$ cat src/rtl/exmem_stage_buf.sv
// EX->MEM pipeline register with a 2-entry skid buffer; optional stall counter under `EXMEM_STALL_CNT_EN`.
// Latency: 1 cycle from accept to out_valid; throughput 1 bundle/cycle while out_ready=1.
// Backpressure: in_ready decodes registered state only, so there is no combinational path from out_ready.
module exmem_stage_buf #(
    parameter int S = 15,
    parameter int B = 7,
    parameter int C = 1
) (
    input  logic         clk,
    input  logic         rst,
    input  logic         flush,
    input  logic         in_valid,
    output logic         in_ready,
    input  logic [S:0]   in_upper,
    input  logic [S:0]   in_lower,
    input  logic [S:0]   in_word,
    input  logic [B:0]   in_byte,
    input  logic [C:0]   in_ctrl,
    output logic         out_valid,
    input  logic         out_ready,
    output logic [S:0]   out_upper,
    output logic [S:0]   out_lower,
    output logic [S:0]   out_word,
    output logic [B:0]   out_byte,
    output logic [C:0]   out_ctrl
`ifdef EXMEM_STALL_CNT_EN
    ,
    output logic [15:0]  stall_cnt
`endif
);

    typedef struct packed {
        logic [S:0] upper;
        logic [S:0] lower;
        logic [S:0] word;
        logic [B:0] byte_v;
        logic [C:0] ctrl;
    } bundle_t;

    typedef enum logic [1:0] {
        EMPTY = 2'd0,
        ONE   = 2'd1,
        FULL  = 2'd2
    } state_t;

    state_t  r_state;
    state_t  w_state_nxt;
    bundle_t r_main;
    bundle_t r_skid;
    bundle_t w_in;
    logic    w_accept;
    logic    w_fire;
    logic    w_main_from_in;
    logic    w_main_from_skid;
    logic    w_skid_from_in;

    assign w_in      = '{upper: in_upper, lower: in_lower, word: in_word,
                         byte_v: in_byte, ctrl: in_ctrl};
    assign in_ready  = (r_state != FULL);
    assign out_valid = (r_state != EMPTY);
    assign w_accept  = in_valid & in_ready & ~flush;
    assign w_fire    = out_valid & out_ready;

    assign out_upper = r_main.upper;
    assign out_lower = r_main.lower;
    assign out_word  = r_main.word;
    assign out_byte  = r_main.byte_v;
    // A bubble must never present stale read/write enables to MEM.
    assign out_ctrl  = out_valid ? r_main.ctrl : '0;

    // Next-state and register-load decode; flush overrides to EMPTY.
    always_comb begin
        w_state_nxt      = r_state;
        w_main_from_in   = 1'b0;
        w_main_from_skid = 1'b0;
        w_skid_from_in   = 1'b0;
        case (r_state)
            EMPTY: begin
                if (w_accept) begin
                    w_main_from_in = 1'b1;
                    w_state_nxt    = ONE;
                end
            end
            ONE: begin
                if (w_accept && w_fire) begin
                    w_main_from_in = 1'b1;
                end else if (w_accept) begin
                    w_skid_from_in = 1'b1;
                    w_state_nxt    = FULL;
                end else if (w_fire) begin
                    w_state_nxt    = EMPTY;
                end
            end
            FULL: begin
                if (w_fire) begin
                    w_main_from_skid = 1'b1;
                    w_state_nxt      = ONE;
                end
            end
            default: w_state_nxt = EMPTY;
        endcase
        if (flush) begin
            w_state_nxt      = EMPTY;
            w_main_from_in   = 1'b0;
            w_main_from_skid = 1'b0;
            w_skid_from_in   = 1'b0;
        end
    end

    // State register and main/skid data registers.
    always_ff @(posedge clk) begin
        if (rst) begin
            r_state <= EMPTY;
            r_main  <= '0;
            r_skid  <= '0;
        end else begin
            r_state <= w_state_nxt;
            if (w_main_from_in) begin
                r_main <= w_in;
            end else if (w_main_from_skid) begin
                r_main <= r_skid;
            end
            if (w_skid_from_in) begin
                r_skid <= w_in;
            end
        end
    end

`ifdef EXMEM_STALL_CNT_EN
    logic [15:0] r_stall_cnt;
    assign stall_cnt = r_stall_cnt;

    // Saturating count of cycles where MEM holds off a valid bundle; flush does not clear it.
    always_ff @(posedge clk) begin
        if (rst) begin
            r_stall_cnt <= '0;
        end else if (out_valid && !out_ready && (r_stall_cnt != 16'hFFFF)) begin
            r_stall_cnt <= r_stall_cnt + 16'd1;
        end
    end
`endif

endmodule

$ cat config.mk
export PLATFORM = sky130hd
export DESIGN_NAME = exmem_stage_buf
export DESIGN_NICKNAME = d
export VERILOG_FILES = /design/src/rtl/exmem_stage_buf.sv
export SDC_FILE = /design/constraint.sdc
export NUM_CORES = 1
export LEC_CHECK = 0
export ABC_CLOCK_PERIOD_IN_PS = 2770
export CAP_MARGIN = 20
export CORE_MARGIN = 8
export CORE_UTILIZATION = 56
export CTS_BUF_LIST = sky130_fd_sc_hd__clkbuf_8
export CTS_CLUSTER_DIAMETER = 50
export DETAILED_ROUTE_END_ITERATION = 8
export PLACE_DENSITY_LB_ADDON = 0.12
export SLEW_MARGIN = 15
export SYNTH_ARGS = -nofsm -noshare
export SYNTH_HDL_FRONTEND = slang
export SYNTH_SLANG_ARGS = --single-unit
$ cat constraint.sdc
create_clock -name clk -period 2.77 [get_ports clk]
set_clock_uncertainty 0.05 [all_clocks]
set_input_delay 0.554 -clock clk [delete_from_list [all_inputs] [get_ports clk]]
set_output_delay 0.554 -clock clk [all_outputs]
set_load 0.02 [all_outputs]
==> flow_summary.json <==
{
  "powerDensity_nw_per_um2": 580.9,
  "worstPathCellList": "or2_2 > and2_1 > clkdlybuf4s50_1",
  "cts_resized": 0,
  "hold_class": "flip-flop to flip-flop",
  "crit_slowest_cell": "clkdlybuf4s50_1",
  "worstReg2RegEnd": "r_skid[11]",
  "hold_ws_ns": 0.4255,
  "final_layout_size_suffix_gt1_frac": 0.1300,
  "tns_ns": 0,
  "drt_pre_antenna_iters": 5,
  "grt_util_all_layers": 0.2081,
  "fin_util": 0.7037,
  "maxCapViolations": 0,
  "post_cts_buffers": 0,
  "hpwlAfterDp_um": 8673,
  "maxSlewViolCount": 0,
  "cp-end-kind": "output pin",
  "cts_buffers": 17,
  "grt_max_degree": 75,
  "synth_top_area_share": 0.4271,
  "crit_required_ns": 2.17,
  "drtAntennaViolNets": 0,
  "synth_nets": 681,
  "clkLatencyLatePin_ns": 0.42,
  "relSlewSlack": 0.5961,
  "die_width_um": 115.4,
  "whs_endpoint": "r_skid[3]",
  "syn_to_final_growth_pct": 23.21,
  "cp_top_family": "buffers and inverters",
  "synthTopCellsByArea": "dfxtp_1 43%, a21oi_1 11%, a32oi_1 9.2%",
  "clk_path_buf_depth": 2,
  "htreeDepth": 4,
  "criticalPathCategory": "flip-flop to output pin",
  "ys_seq_area_frac": 0.4271,
  "num_rows": 36,
  "reg2reg_depth": 4,
  "worst_pin_slew_ns": 0.6058,
  "first_global_vias": 4612,
  "status": "completed",
  "start_kind": "flip-flop",
  "synth_edf_count": 0,
  "synth_area_um2": 5532,
  "finalHoldViolations": 0,
  "place_congestion": 0.7660,
  "ys.flop_type": "dfxtp_1",
  "path_clk_slew_ns": 0.07,
  "max_freq_mhz": 396.6,
  "yosys_warnings": 0,
  "p_leak_nw": 2.079,
  "rr_startpoint": "r_state[1]",
  "clock-root-buffer": "clkbuf_8",
  "hold_depth": 2,
  "boundaryPins": 123,
  "antenna_found_initial": 0,
  "vias": 4920,
  "synth_area_leader_cell": "dfxtp_1",
  "cts_sinks": 118,
  "coreArea_um2": 9684,
  "period_minus_slack_ns": 2.522,
  "viasPerCell": 6.252,
  "drt-initial-drc-count": 459,
  "regToRegSetupSlack_ns": 0.99,
  "cpPeakStageDelay_ns": 0.61,
  "crit_buf_inv": 1,
  "synth_cell_types": 26,
  "die_height_um": 115.4,
  "async_reset_ff_frac": 0,
  "start_util": 0.5712,
  "routedWlPerCell_um": 17.87,
  "portBuffers": 122,
  "fin_nets": 704,
  "hp-start": "r_skid[3]",
  "grt_pass1_wl_um": 22690,
  "synth_most_common_cell": "dfxtp_1",
  "synth_common_cells": "118 x dfxtp_1, 117 x a21oi_1, 58 x a32oi_1, 58 x nand3_1, 58 x o21ai_0",
  "peakVddDrop_mv": 0.3311,
  "synth-seq-cells": 118,
  "finalCritPeriodShare": 0.9104,
  "cp_max_fo": 8,
  "drcViolationCount": 0,
  "cts_hold_buf": 0,
  "setup_viol": 0,
  "antenna_cells": 0,
  "synthCells": 618,
  "cts_tree": "yes",
  "routed_wl_um": 14060,
  "globalRouteOverflowTotal": 0,
  "preCtsSetupSlack_ns": 0.3927,
  "fin_ws_ns": 0.2483,
  "rsz0062_at_grt": "no",
  "finalPower_mw": 3.959,
  "dieArea_um2": 13310,
  "syn_area_per_cell_um2": 8.951,
  "crit_arrival_ns": 1.92
}
-- per-stage QoR --
stage | cell area, um2 | cells
after floorplan | 5532 | 618
after global placement | 6374 | 755
after detailed placement | 6374 | 755
after CTS | 6815 | 787
after global routing | 6815 | 787
final | 6815 | 787
-- worst max-delay path by stage --
stage	from	end	slack, ns	cells past startpoint
6_report	r_state[1]	out_ctrl[0]	0.25	3
5_1_grt	r_state[1]	out_ctrl[1]	0.18	3
4_1_cts	r_state[1]	out_ctrl[0]	0.21	3
3_5_place_dp	in_valid	r_skid[24]	0.39	5
3_3_place_gp	flush	out_lower[2]	0.44	5
2_1_floorplan	flush	out_byte[7]	1.06	6
-- final cells by class --
type | count | area, um2
fill | 777 | 2869
sequential | 118 | 2362
clock buffer | 19 | 261.5
timing repair buffer | 137 | 1419
multi-input combinational | 367 | 2426
clock inverter | 13 | 180.2
tap | 133 | 166.4
-- metal layers --
metal	share of wire	vias to the layer above	global-route usage
li1	-	2325	-
met4	0.017	0	0.07356
met2	0.49	182	0.3349
met5	0	-	0
met1	0.42	2393	0.2530
met3	0.077	20	0.07038
-- state kept, by name, indices dropped and copies added (netlist names) --
signal and count:
r_main 2, r_skid 58, out_lower 16, out_upper 16
out_word 16, out_byte 8, r_state 2
-- layout by cell type, fill, tap and decap left out, types with 9 or more instances in the layout --
master           count
dfxtp_1            118
clkbuf_8            19
o211ai_1            28
buf_4                9
a21oi_1            117
o211ai_2            30
a32oi_1             58
o21ai_0             58
clkdlybuf4s50_1    121
nand3_1             58
-- worst min-delay path: cells and delay by family (launching register included) --
family / cells / cell delay (ns)
AO/OA/AOI/OAI: 2 / 0.12
flip-flops: 1 / 0.31
-- power breakdown --
group	internal (mW)	switching, mW
combinational	0.227	0.250
clock	1.02	0.682
sequential	1.75	0.0314
-- logic make-up after synthesis --
kind of cell,Yosys count,share of synthesized area
AO/OA/AOI/OAI,293,0.3585
buffers and inverters,133,0.1414
flip-flops,118,0.4271
multiplexers,1,0.001810
AND/OR/NAND/NOR,73,0.07125
Note: power is estimated with default switching activity, not from simulation.
